## src/rtl/hdmi_timing_decoder.sv

```systemverilog
// rtl/hdmi_timing_decoder.sv - recovers pixel coordinates, frame geometry and lock from VDE/CD
module hdmi_timing_decoder #(
  parameter int HW          = 11,
  parameter int VW          = 10,
  parameter bit SYNC_POL    = 1'b0,
  parameter int LOCK_FRAMES = 2
) (
  input  logic          pixclk,
  input  logic          reset,
  input  logic          VDE,
  input  logic [1:0]    CD,
  output logic          pixel_valid,
  output logic [HW-1:0] x,
  output logic [VW-1:0] y,
  output logic          line_start,
  output logic          frame_start,
  output logic [HW-1:0] h_active,
  output logic [VW-1:0] v_active,
  output logic [HW-1:0] h_total,
  output logic          locked
);

  localparam logic [HW-1:0] HMAX = '1;
  localparam logic [VW-1:0] VMAX = '1;

  typedef enum logic [1:0] {SEARCH, CHECK, LOCKED} state_t;

  state_t        state, state_next;
  logic [3:0]    match_cnt, match_cnt_next;

  // sync levels are stored normalised to "asserted", so a cleared register is deasserted
  logic          vde_r, vde_p, hs_r, hs_p, vs_r, vs_p;
  logic          vde_rise, vde_fall, hs_edge, vs_edge;

  logic [HW-1:0] first_x, first_eff, x_next, new_h, clk_cnt;
  logic [VW-1:0] y_inc, y_next, new_v;
  logic          have_first, have_eff, line_mismatch, line_bad, mis_eff, frame_ok;
  logic [3:0]    match_inc;

  // input register plus one-cycle history for edge detection
  always_ff @(posedge pixclk) begin
    if (reset) begin
      vde_r <= 1'b0;
      hs_r  <= 1'b0;
      vs_r  <= 1'b0;
      vde_p <= 1'b0;
      hs_p  <= 1'b0;
      vs_p  <= 1'b0;
    end else begin
      vde_r <= VDE;
      hs_r  <= (CD[0] == SYNC_POL);
      vs_r  <= (CD[1] == SYNC_POL);
      vde_p <= vde_r;
      hs_p  <= hs_r;
      vs_p  <= vs_r;
    end
  end

  assign vde_rise = vde_r & ~vde_p;
  assign vde_fall = ~vde_r & vde_p;
  assign hs_edge  = hs_r & ~hs_p;
  assign vs_edge  = vs_r & ~vs_p;

  // next coordinates and the closing-frame view; a line ending on the vsync edge still belongs to the old frame
  always_comb begin
    x_next = x;
    if (vde_r) begin
      if (vde_rise)       x_next = '0;
      else if (x != HMAX) x_next = x + 1'b1;
    end
    line_bad  = vde_fall & ((x == HMAX) | (have_first & (x != first_x)));
    mis_eff   = line_mismatch | line_bad;
    first_eff = (vde_fall & ~have_first) ? x : first_x;
    have_eff  = have_first | vde_fall;
    y_inc     = y;
    if (vde_fall && y != VMAX) y_inc = y + 1'b1;
    y_next    = vs_edge ? '0 : y_inc;
    new_v     = y_inc;
    new_h     = '0;
    if (have_eff) new_h = (first_eff == HMAX) ? HMAX : first_eff + 1'b1;
    frame_ok  = ~mis_eff & (new_v != '0) & (new_h == h_active) & (new_v == v_active);
  end

  // coordinate outputs, line-length tracking and per-frame geometry latch
  always_ff @(posedge pixclk) begin
    if (reset) begin
      pixel_valid   <= 1'b0;
      x             <= '0;
      y             <= '0;
      line_start    <= 1'b0;
      frame_start   <= 1'b0;
      h_active      <= '0;
      v_active      <= '0;
      first_x       <= '0;
      have_first    <= 1'b0;
      line_mismatch <= 1'b0;
    end else begin
      pixel_valid <= vde_r;
      x           <= x_next;
      y           <= y_next;
      line_start  <= vde_rise;
      frame_start <= vde_rise & (y_next == '0);
      if (vs_edge) begin
        h_active      <= new_h;
        v_active      <= new_v;
        have_first    <= 1'b0;
        line_mismatch <= 1'b0;
      end else if (vde_fall) begin
        line_mismatch <= mis_eff;
        if (!have_first) begin
          first_x    <= x;
          have_first <= 1'b1;
        end
      end
    end
  end

  // clocks between hsync assert edges; counter restarts at 1 so the latched value is the full period
  always_ff @(posedge pixclk) begin
    if (reset) begin
      clk_cnt <= '0;
      h_total <= '0;
    end else if (hs_edge) begin
      h_total <= clk_cnt;
      clk_cnt <= {{(HW-1){1'b0}}, 1'b1};
    end else if (clk_cnt != HMAX) begin
      clk_cnt <= clk_cnt + 1'b1;
    end
  end

  // lock state register
  always_ff @(posedge pixclk) begin
    if (reset) begin
      state     <= SEARCH;
      match_cnt <= '0;
    end else begin
      state     <= state_next;
      match_cnt <= match_cnt_next;
    end
  end

  // lock next-state: frames are judged at vsync, over-long lines drop lock at once
  always_comb begin
    state_next     = state;
    match_cnt_next = match_cnt;
    match_inc      = match_cnt + 4'd1;
    case (state)
      SEARCH: begin
        match_cnt_next = '0;
        if (vs_edge) state_next = CHECK;
      end
      CHECK: begin
        if (vs_edge) begin
          if (frame_ok) begin
            match_cnt_next = match_inc;
            if (match_inc >= 4'(LOCK_FRAMES)) state_next = LOCKED;
          end else begin
            match_cnt_next = '0;
          end
        end
      end
      LOCKED: begin
        if (vs_edge && !frame_ok) begin
          state_next     = SEARCH;
          match_cnt_next = '0;
        end else if (vde_r && (x_next >= h_active)) begin
          state_next     = SEARCH;
          match_cnt_next = '0;
        end
      end
      default: begin
        state_next     = SEARCH;
        match_cnt_next = '0;
      end
    endcase
  end

  assign locked = (state == LOCKED);

endmodule
```

## config.mk

```make
export PLATFORM = sky130hd
export DESIGN_NAME = hdmi_timing_decoder
export DESIGN_NICKNAME = d
export VERILOG_FILES = /design/src/rtl/hdmi_timing_decoder.sv
export SDC_FILE = /design/constraint.sdc
export NUM_CORES = 1
export LEC_CHECK = 0
export ABC_AREA = 1
export BUFFER_PORTS_ARGS = -buffer_cell sky130_fd_sc_hd__buf_2
export CAP_MARGIN = 5
export CORE_MARGIN = 4
export CORE_UTILIZATION = 30
export DETAILED_ROUTE_END_ITERATION = 10
export MAX_ROUTING_LAYER = met4
export SYNTH_ARGS = -nofsm -noshare
export SYNTH_HDL_FRONTEND = slang
export SYNTH_SLANG_ARGS = --single-unit
export TNS_END_PERCENT = 50
```

## constraint.sdc

```tcl
create_clock -name pixclk -period 5.2 [get_ports pixclk]
set_input_delay 0.78 -clock pixclk [delete_from_list [all_inputs] [get_ports pixclk]]
set_output_delay 0.78 -clock pixclk [all_outputs]
set_load 0.05 [all_outputs]
```

==> Yosys cells after proc, flatten, opt, wreduce, memory -nomap -nowiden <==
Cells that the tools add are included.
{ "word_totals": {"regBits": 91, "output_inout_bits": 57, "input_bits": 5, "word_cells": 100} }
{ "classes": {"n_mux": 22, "bitwise": 23, "add_sub_neg": 5, "eq_ne": 15, "n_reduce_logical": 13, "n_lt_le_gt_ge": 2} }
{ "op_table": {"columns": ["op", "count"], "rows": [
  ["$mux 11", 6],
  ["$add 11x1->11 const B", 3],
  ["$eq 11x11->1 const B", 2],
  ["$ne 11x11->1 const B", 2],
  ["$mux 10", 2],
  ["$mux 4", 4],
  ["$mux 2", 6],
  ["$and 1x1->1", 11],
  ["$eq 11x11->1", 1],
  ["$ge 11x11->1", 1],
  ["$ne 11x11->1", 1],
  ["$add 10x1->10 const B", 1],
  ["$eq 10x10->1", 1],
  ["$logic_not 10->1", 1],
  ["$ne 10x10->1 const B", 1],
  ["$reduce_bool 10->1", 1],
  ["$not 1->1", 9],
  ["$ne 2x2->1 const B", 4],
  ["$pmux 4 s2", 1],
  ["$pmux 2 s3", 1],
  ["$reduce_and 5->1", 1],
  ["$add 4x1->4 const B", 1],
  ["$ge 4x2->1 const B", 1],
  ["$reduce_or 2->1", 2],
  ["other kinds (11)", 16]
]} }

==> Longest topological paths before layout <==
Gate-level depths: netlist of run 1.
{ "logic_depth": {"word_depth": 14, "ltp_mapped": 24, "depth_no_buf": 23} }

==> Worst setup path before layout of run 1 <==
Ideal clock, no wire load.
{ "synth_path": {"path_kind": "reg2reg", "start": "reg x[1]", "end": "reg match_cnt[1]", "arrival_time_ps": 3391, "n_path_buf": 0, "slack_ps": 1682, "stages_incl_launch_ff": 23, "setup_time_ps": 128, "required_time_ps": 5072, "synth_period_minus_slack_ps": 3518, "cell_sequence": "dfxtp_1 > ha_1 > nand2_1 > nor3_1 > nand3_1 > inv_1 > nand4_1 > nand2_1 > inv_1 > nand2_1 > nor3_1 > nor3_1 > ha_1 > nand2_1 > o21ai_0 > nand2_1 > a41oi_1 > nor3_1 > nand2_4 > nand2_4 > nand2_1 > o21ai_1 > nor2_1"} }
{ "synth_between": {"word_cells_on_any_way": 31, "cone_classes": "add/sub (2); order compare (1); eq/ne (6); mux (10); bitwise (8); reduce/logical (4)"} }
{ "synth_rtl": {"columns": ["element", "line", "text"], "rows": [
  ["from (decl)", "13", "output logic [HW-1:0] x,"],
  ["from (signal assigned)", "99", "x <= x_next;"],
  ["$add 11x1->11 or $ne 11x11->1 (tied branches)", "69", "else if (x != HMAX) x_next = x + 1'b1;"],
  ["$mux 11 (*)", "69", null],
  ["$mux 11 (*)", "68", "if (vde_rise) x_next = '0;"],
  ["$mux 11 (*)", "67", "if (vde_r) begin"],
  ["via x_next[5]", "35", "logic [HW-1:0] first_x, first_eff, x_next, new_h, clk_cnt;"],
  ["$ge 11x11->1 (*)", "166", "end else if (vde_r && (x_next >= h_active)) begin"],
  ["$logic_and 1x1->1 (*)", "166", null],
  ["$ne 3x1->1 (no line) (*)", null, null],
  ["$reduce_and 2->1 (no line) (*)", null, null],
  ["to (signal assigned)", "138", "match_cnt <= match_cnt_next;"],
  ["to (decl)", "29", "logic [3:0] match_cnt, match_cnt_next;"]
]} }
The timed path passes the listed nets; every way through them passes the cells marked *. The select of a mux whose other input is x is not followed.
A chain may end at the register's enable or synchronous reset.

==> Worst setup path in the final report of run 1 <==
Ends and elaborated chain as after synthesis.

==> reports/metrics.cfg, run 1 <==
[floorplanning]
core_um2=16640
die_h_um=138.4
die_width_um=138.4
start_util=0.3065
dieArea_um2=19150
ioPinCount=62
num_rows=47

[layout]
nNetsFinal=810
postLayoutCoreUtil=0.3540
final_area_um2=5892
fin_cells=1013
n_fill_cell=1800
diodes=0
drive_gt1_frac=0.1475
layout_commonest_cell=nand2_1
final_cell_mix=nand2_1, inv_1, dfxtp_1
area.growth.synth_to_final_pct=15.50

[clocking]
cts_sinks=91
ctsResizeCount=0
post-cts-setup-buffers=0
insertion_delay_ns=0.36
cts_buffer_depth=2
cts_buffers=9
root_buffer=clkbuf_16
cts.reportedPaths.clkPinSlew_ns=0.08
cts_tree=done
holdBufCountCts=0
htreeDepth=3

[timing]
setup_ws_ns=1.655
rsz0062_at_grt=false
hold_viol_final=0
fin_crit_ns=3.545
drv_slew=0
tightest_slew_ns=1.124
setup_viol=0
finalClockSkew_ns=0.01220
timing.final.crit_share=0.6817
holdWs_ns=0.4476
slew_headroom=0.2486
max_freq_mhz=282.1
final.setup.tns_ns=0

[place]
dp.cells=997
dp_slack_ns=1.665
dpl-instance-area_um2=5580
portBuffers=61
dp_hpwl_um=9961
gp_congestion=0.8694

[yosys]
syn-num-nets=760
syn_inst=738
synth_warnings=0
synth.yosys.seq_area_share=0.3571
synth-edff-count=0
syn-cell-area_um2=5101
syn_area_per_cell_um2=6.912
async_flop_share=0
ys.flop_type=dfxtp_1
ys_top_cells_by_area=dfxtp_1, nand2_1, inv_1, nand3_1, nor2_1
synth.distinct_cells=40
synth_top_cell_by_area=dfxtp_1
synth_top_area_share=0.3571
synth-seq-cells=91

[route]
wire_per_inst_um=12.99
vias_per_cell=4.708
drtIter0Drc=295
vias=4769
postRouteAntennaNets=0
wl_um=13160
drc=0
first_pass_iters=5

[global_route]
first_global_vias=4488
grt_max_degree=32
antenna_found_initial=0
grt_pass1_wl_um=22510
grt_overflow=0
grt_use_total=0.1467

[critical_path]
cp.required_ns=5.43
worstPathArrival_ns=3.78
setup.worst_path.start_class=flip-flop
critPathCaptureType=flip-flop
path_max_fanout=7
crit_type=flip-flop to flip-flop

[power]
p_total_mw=1.618
leakage_nw=2.570
ir_drop_mv=0.1534
cellPowerDensity_nw_per_um2=274.7

[outcome]
outcome=finished clean

[hold_path]
hold_path.class=flip-flop to flip-flop

[job]
max-cap-violations=0

==> registers in the layout, indices dropped and copies added, names as in the netlist <==
| register | count |
|---|---|
| clk_cnt | 11 |
| first_x | 11 |
| h_active | 11 |
| h_total | 11 |
| x | 11 |
| v_active | 10 |
| y | 10 |
| match_cnt | 4 |
| state | 2 |
| frame_start | 1 |
| have_first | 1 |
| hs_p | 1 |
| hs_r | 1 |
| line_mismatch | 1 |
| line_start | 1 |
| pixel_valid | 1 |
| vde_r | 1 |
| vs_p | 1 |
| vs_r | 1 |
==> cells in the mapped netlist, types with 5 or more instances <==
cell type	number
a21oi_1	40
o21ai_1	10
nand3_1	56
dfxtp_1	91
nor3_1	19
inv_1	102
ha_1	17
o21ai_0	33
nand2_2	14
nand4_1	20
o21ai_2	5
clkbuf_1	18
nor4_1	7
nor2_1	74
nand2_1	146
xnor2_1	12
o22ai_1	19
xor2_1	15
==> worst paths after layout <==
| kind | cells after the start | end | slack, ns | startpoint |
|---|---|---|---|---|
| setup / recovery | 22 | match_cnt[1] | 1.66 | x[1] |
| hold / removal | 2 | vs_p | 0.45 | vs_r |
| setup reg to reg | 22 | match_cnt[1] | 1.66 | x[1] |
| hold reg to reg | 2 | vs_p | 0.45 | vs_r |
==> worst max-delay path, stage by stage, from the launching register on <==
cell,delay [ns]
dfxtp_1,0.42
ha_1,0.20
nand2_1,0.06
nor3_1,0.28
nand3_1,0.16
inv_1,0.10
nand4_1,0.10
nand2_1,0.21
inv_1,0.14
nand2_1,0.14
nor3_1,0.07
nor3_1,0.21
ha_1,0.27
nand2_1,0.09
o21ai_0,0.09
nand2_1,0.07
a41oi_1,0.13
nor3_1,0.28
nand2_4,0.13
nand2_4,0.09
nand2_1,0.05
o21ai_1,0.07
nor2_1,0.05
==> cell families after synthesis <==
logic type	share of synthesized area
and+or+nand+nor	0.3230
buffers and inverters	0.1033
AOI/OAI and AO/OA	0.1285
DFF	0.3571
xor gates and xnor gates	0.04636
adders and majority gates	0.04170
==> final cells by class <==
class                           count  area, um2  area share
Inverter                          106      402.9     0.06838
Timing Repair Buffer               64      327.8     0.05564
Clock buffer                        9      225.2     0.03822
Sequential cell                    91       1822      0.3092
Multi-Input combinational cell    516       2753      0.4672
Tap cell                          220      275.3     0.04672
Clock inverter                      7      86.33     0.01465
==> per-layer routing <==
metal | up-vias | track usage | wire length, um
met1 | 2135 | 0.1957 | 6669
met5 | - | - | 0
met4 | 0 | 0.03484 | 137
met2 | 98 | 0.2184 | 5600
met3 | 11 | 0.04489 | 748
li1 | 2525 | - | -
==> report_power, final <==
part	switching [mW]	total, mW	leakage [nW]	internal [mW]
clock	0.331	0.677	0.151	0.345
combinational	0.145	0.204	1.68	0.0589
sequential	0.0208	0.738	0.739	0.717
No activity file was read; power rests on OpenSTA's default activity.
==> inputs of run 2 (changes only) <==
clock period = 3.65 ns   (was 5.2 ns; I/O delays follow)
==> reports/metrics.cfg, run 2 (synthesized netlist as in run 1, its figures left out) <==
[outcome]
outcome=finished clean

[critical_path]
worstPathArrival_ns=3.48
reg2reg_slack_ns=0.40
setup.worst_path.start_class=flip-flop
path_max_fanout=7
reg2reg_depth=22
crit_type=flip-flop to flip-flop
cp.required_ns=3.88
critPathCaptureType=flip-flop

[power]
clkPwrFrac=0.412
leakage_nw=2.609
switchingPower_mw=0.6975
ir_drop_mv=0.2327
cellPowerDensity_nw_per_um2=384.4
combPwrFrac=0.130
p_int_mw=1.599
sw_frac_of_total=0.3037
p_seq_frac=0.457
p_total_mw=2.297

[clocking]
cts_tree=done
insertion_delay_ns=0.35
cts.reportedPaths.clkPinSlew_ns=0.08
root_buffer=clkbuf_16
cts_buffer_depth=2
htreeDepth=3
cts_sinks=91
cts_buffers=9

[place]
dp_slack_ns=0.1561
dp.cells=1003
dp_hpwl_um=10050
portBuffers=61
gp_congestion=0.8674
dpl-instance-area_um2=5625

[layout]
n_fill_cell=1810
area.growth.synth_to_final_pct=17.12
drive_gt1_frac=0.1648
multi_input_area_um2=2779
postLayoutCoreUtil=0.3590
fin_cells=1021
regArea_um2=1823
nNetsFinal=818
final_area_um2=5974
final_cell_mix=nand2_1, inv_1, dfxtp_1
layout_commonest_cell=nand2_1
diodes=0

[hold_path]
worstHoldPathCells=2
hold_path.class=primary input to flip-flop

[timing]
fin_crit_ns=3.248
timing.final.crit_share=0.8898
final.setup.tns_ns=0
setup_viol=0
finalClockSkew_ns=0.009123
max_freq_mhz=307.9
drv_slew=0
holdWs_ns=0.3513
slew_headroom=0.4527
tightest_slew_ns=0.8189
setup_ws_ns=0.4024
hold_viol_final=0
rsz0062_at_grt=false

[route]
postRouteAntennaNets=0
drc=0
wire_per_inst_um=12.98
first_pass_iters=5
drtIter0Drc=269
vias_per_cell=4.730
wl_um=13250
vias=4829

[floorplanning]
die_h_um=138.4
core_um2=16640
die_width_um=138.4
num_rows=47
dieArea_um2=19150
start_util=0.3065
ioPinCount=62

[global_route]
grt_max_degree=32
first_global_vias=4421
grt_use_total=0.1456
grt_overflow=0
grt_pass1_wl_um=22470
antenna_found_initial=0

[job]
max-cap-violations=0

==> run 2: layout make-up <==
cell class | instances | area share
Inverter | 106 | 0.06743
Clock inverter | 7 | 0.01361
Sequential cell | 91 | 0.3051
Clock buffer | 9 | 0.03770
Timing Repair Buffer | 72 | 0.06492
Tap cell | 220 | 0.04607
Multi-Input combinational cell | 516 | 0.4651
==> run 2: metal layers <==
layer / GRT usage / up-vias / wire length (um)
li1: - / 2538 / -
met3: 0.03384 / 13 / 569
met4: 0.03276 / 0 / 134
met1: 0.2001 / 2182 / 6856
met2: 0.2187 / 96 / 5691
met5: - / - / 0
==> run 2: final timing paths <==
check / end / start
max: match_cnt[1] / x[1]
max reg2reg: match_cnt[1] / x[1]
min reg2reg: vs_p / vs_r
min: hs_r / CD[0]
==> run 2: power by group through the flow <==
| stage | registers [mW] | logic, mW | clock network, mW |
|---|---|---|---|
| after detailed placement | 1.07 | 0.297 | 0 |
| after CTS | 1.05 | 0.299 | 0.983 |
| after global placement | 1.07 | 0.295 | 0 |
| after global routing | 1.06 | 0.334 | 1.03 |
| final | 1.05 | 0.299 | 0.947 |
| after floorplan | 1.12 | 0.184 | 0 |
==> run 2: what timing repair did <==
action,4_1_cts,5_1_grt
hold buffers,0,0
gates resized for setup,0,7
setup endpoints to repair,0,6
setup buffers,0,2
==> run 2: critical path: stages (launching register included) <==
cell     delay, ns
dfxtp_2       0.37
ha_1          0.17
nand2_1       0.07
nor3_2        0.17
nand3_1       0.14
inv_1         0.10
nand4_1       0.12
nand2_2       0.17
inv_1         0.12
nand2_1       0.13
nor3_1        0.07
nor3_1        0.18
ha_1          0.25
nand2_1       0.09
o21ai_0       0.10
nand2_1       0.06
a41oi_1       0.15
nor3_2        0.27
nand2_4       0.11
nand2_4       0.09
nand2_1       0.05
o21ai_1       0.07
nor2_1        0.05
==> inputs of run 3 (changes only) <==
GPL_TIMING_DRIVEN = 1   (was default)
RECOVER_POWER = 50   (was default)
clock period = 3.2 ns   (was 3.65 ns; I/O delays follow)
==> reports/metrics.cfg, run 3 (synthesized netlist as in run 1, its figures left out) <==
[clocking]
cts_buffer_depth=2
cts_buffers=9
cts_sinks=91
cts_tree=done
root_buffer=clkbuf_16
holdBufCountCts=0
htreeDepth=3
insertion_delay_ns=0.35
cts.reportedPaths.clkPinSlew_ns=0.08

[floorplanning]
num_rows=47
start_util=0.3065
core_um2=16640
die_width_um=138.4
die_h_um=138.4
dieArea_um2=19150
ioPinCount=62

[place]
dpl-instance-area_um2=5901
gp_congestion=0.8494
portBuffers=61
dp_hpwl_um=10520

[global_route]
grt_pass1_wl_um=23180
grt_use_total=0.1499
antenna_found_initial=0
first_global_vias=4733
grt_max_degree=32
grt_overflow=0

[power]
sw_frac_of_total=0.3083
combPwrFrac=0.142
p_seq_frac=0.445
switchingPower_mw=0.8249
p_int_mw=1.851
cellPowerDensity_nw_per_um2=423.0
clkPwrFrac=0.413
leakage_nw=2.712
ir_drop_mv=0.2763
p_total_mw=2.675

[outcome]
outcome=finished, violations left
violations=negative setup slack

[route]
highest_layer=met4
first_pass_iters=4
vias=4929
wl_um=13900
wl_met2_um=6066
vias_per_cell=4.659
met1_length_um=6982
wire_per_inst_um=13.14
drc=0
wl_met3_um=616
drtIter0Drc=272
postRouteAntennaNets=0

[hold_path]
holdPathEnd=hs_r
min_from=CD[0]
worstHoldPathCells=2
hold_path.class=primary input to flip-flop

[layout]
nNetsFinal=855
final_cell_mix=nand2_1, inv_1, dfxtp_1
final_area_um2=6325
diodes=0
layout_commonest_cell=nand2_1
postLayoutCoreUtil=0.3800
n_fill_cell=1768
area.growth.synth_to_final_pct=23.99
drive_gt1_frac=0.1909

[timing]
drv_slew=0
timing.final.crit_share=1.002
finalClockSkew_ns=0.01382
fin_crit_ns=3.207
setup_ws_ns=-0.006995
max_freq_mhz=311.8
hold_viol_final=0
rsz0062_at_grt=true
slew_headroom=0.08347
tightest_slew_ns=1.375
setup_viol=1

[critical_path]
cp.required_ns=3.42
rr_startpoint=x[0]
critPathCaptureType=flip-flop
worstPathArrival_ns=3.43
crit_type=flip-flop to flip-flop
reg2reg_depth=21
rr_endpoint=match_cnt[1]
path_max_fanout=7
setup.worst_path.start_class=flip-flop
reg2reg_slack_ns=-0.007

[job]
max-cap-violations=0

[run 3: cell count changes in the layout (fill, tap and decap cells not counted), moves of 3 or more]
| cell | change |
|---|---|
| nor3_1 | -5 |
| o21ai_0 | -3 |
| nand2_1 | -3 |
| clkbuf_1 | +32 |
| dfxtp_1 | -5 |
| buf_2 | -31 |
| buf_4 | +36 |
| nor3_2 | +3 |
| dfxtp_2 | +3 |
[run 3: stage by stage]
step / setup slack, ns / hold WS (ns) / setup TNS, ns / instances
global placement: -0.04632 / 0.4484 / -0.1075 / 1038
detailed placement: -0.1277 / 0.4510 / -0.5349 / 1038
floorplan: 0.006884 / 0.4228 / 0 / 738
finish: -0.006995 / 0.2856 / -0.006995 / 1058
CTS: 0.03082 / 0.2607 / 0 / 1054
global route: -0.2757 / 0.2580 / -1.346 / 1058
[run 3: what timing repair did]
action | CTS | global route
setup endpoints to repair | 6 | 6
resized for setup | 7 | 24
pin swaps | 2 | 19
setup buffers | 0 | 4
[run 3: critical path, cell delays in order, from the launching register on]
cell      delay [ns]
dfxtp_4         0.38
inv_1           0.06
nor3_1          0.30
inv_1           0.07
nor4_1          0.18
buf_4           0.17
xnor2_1         0.11
inv_1           0.05
o221ai_1        0.26
inv_1           0.09
ha_1            0.18
a21oi_1         0.14
nor2_1          0.05
a211oi_1        0.22
a41oi_2         0.16
nor3_2          0.19
buf_4           0.13
nand2_4         0.07
nand2_4         0.10
nand2_2         0.06
o21ai_1         0.07
nor2_1          0.05
[run 3: layer usage]
metal  track usage  up-vias
met4       0.04992        0
met5             -        -
met2        0.2256       95
met3       0.03280       14
met1        0.2001     2218
li1              -     2602
[run 3: worst max-delay path by stage]
stage                     startpoint           end  slack, ns  depth (start not counted)
after detailed placement        x[0]  match_cnt[1]      -0.13                         23
after global placement          x[0]  match_cnt[1]      -0.05                         23
after floorplan                 x[1]  match_cnt[1]      0.007                         22
after global routing            x[0]  match_cnt[1]      -0.28                         24
final                           x[0]  match_cnt[1]     -0.007                         21
after CTS                       x[0]  match_cnt[1]       0.03                         22
[run 3: layout make-up]
| type | instances | area (um2) | share of cell area |
|---|---|---|---|
| inverter | 106 | 402.9 | 0.06370 |
| clock buffer | 9 | 225.2 | 0.03561 |
| timing repair buffer | 109 | 623.1 | 0.09852 |
| tap | 220 | 275.3 | 0.04352 |
| sequential | 91 | 1834 | 0.2900 |
| clock inverter | 7 | 93.84 | 0.01484 |
| multi-input combinational | 516 | 2870 | 0.4538 |
[run 3: power by group through the flow]
stage	Clock, mW	Combinational [mW]	Sequential (mW)
2_1_floorplan	0	0.210	1.27
3_3_place_gp	0	0.369	1.22
3_5_place_dp	0	0.371	1.22
4_1_cts	1.15	0.376	1.19
5_1_grt	1.19	0.424	1.20
6_report	1.10	0.379	1.19
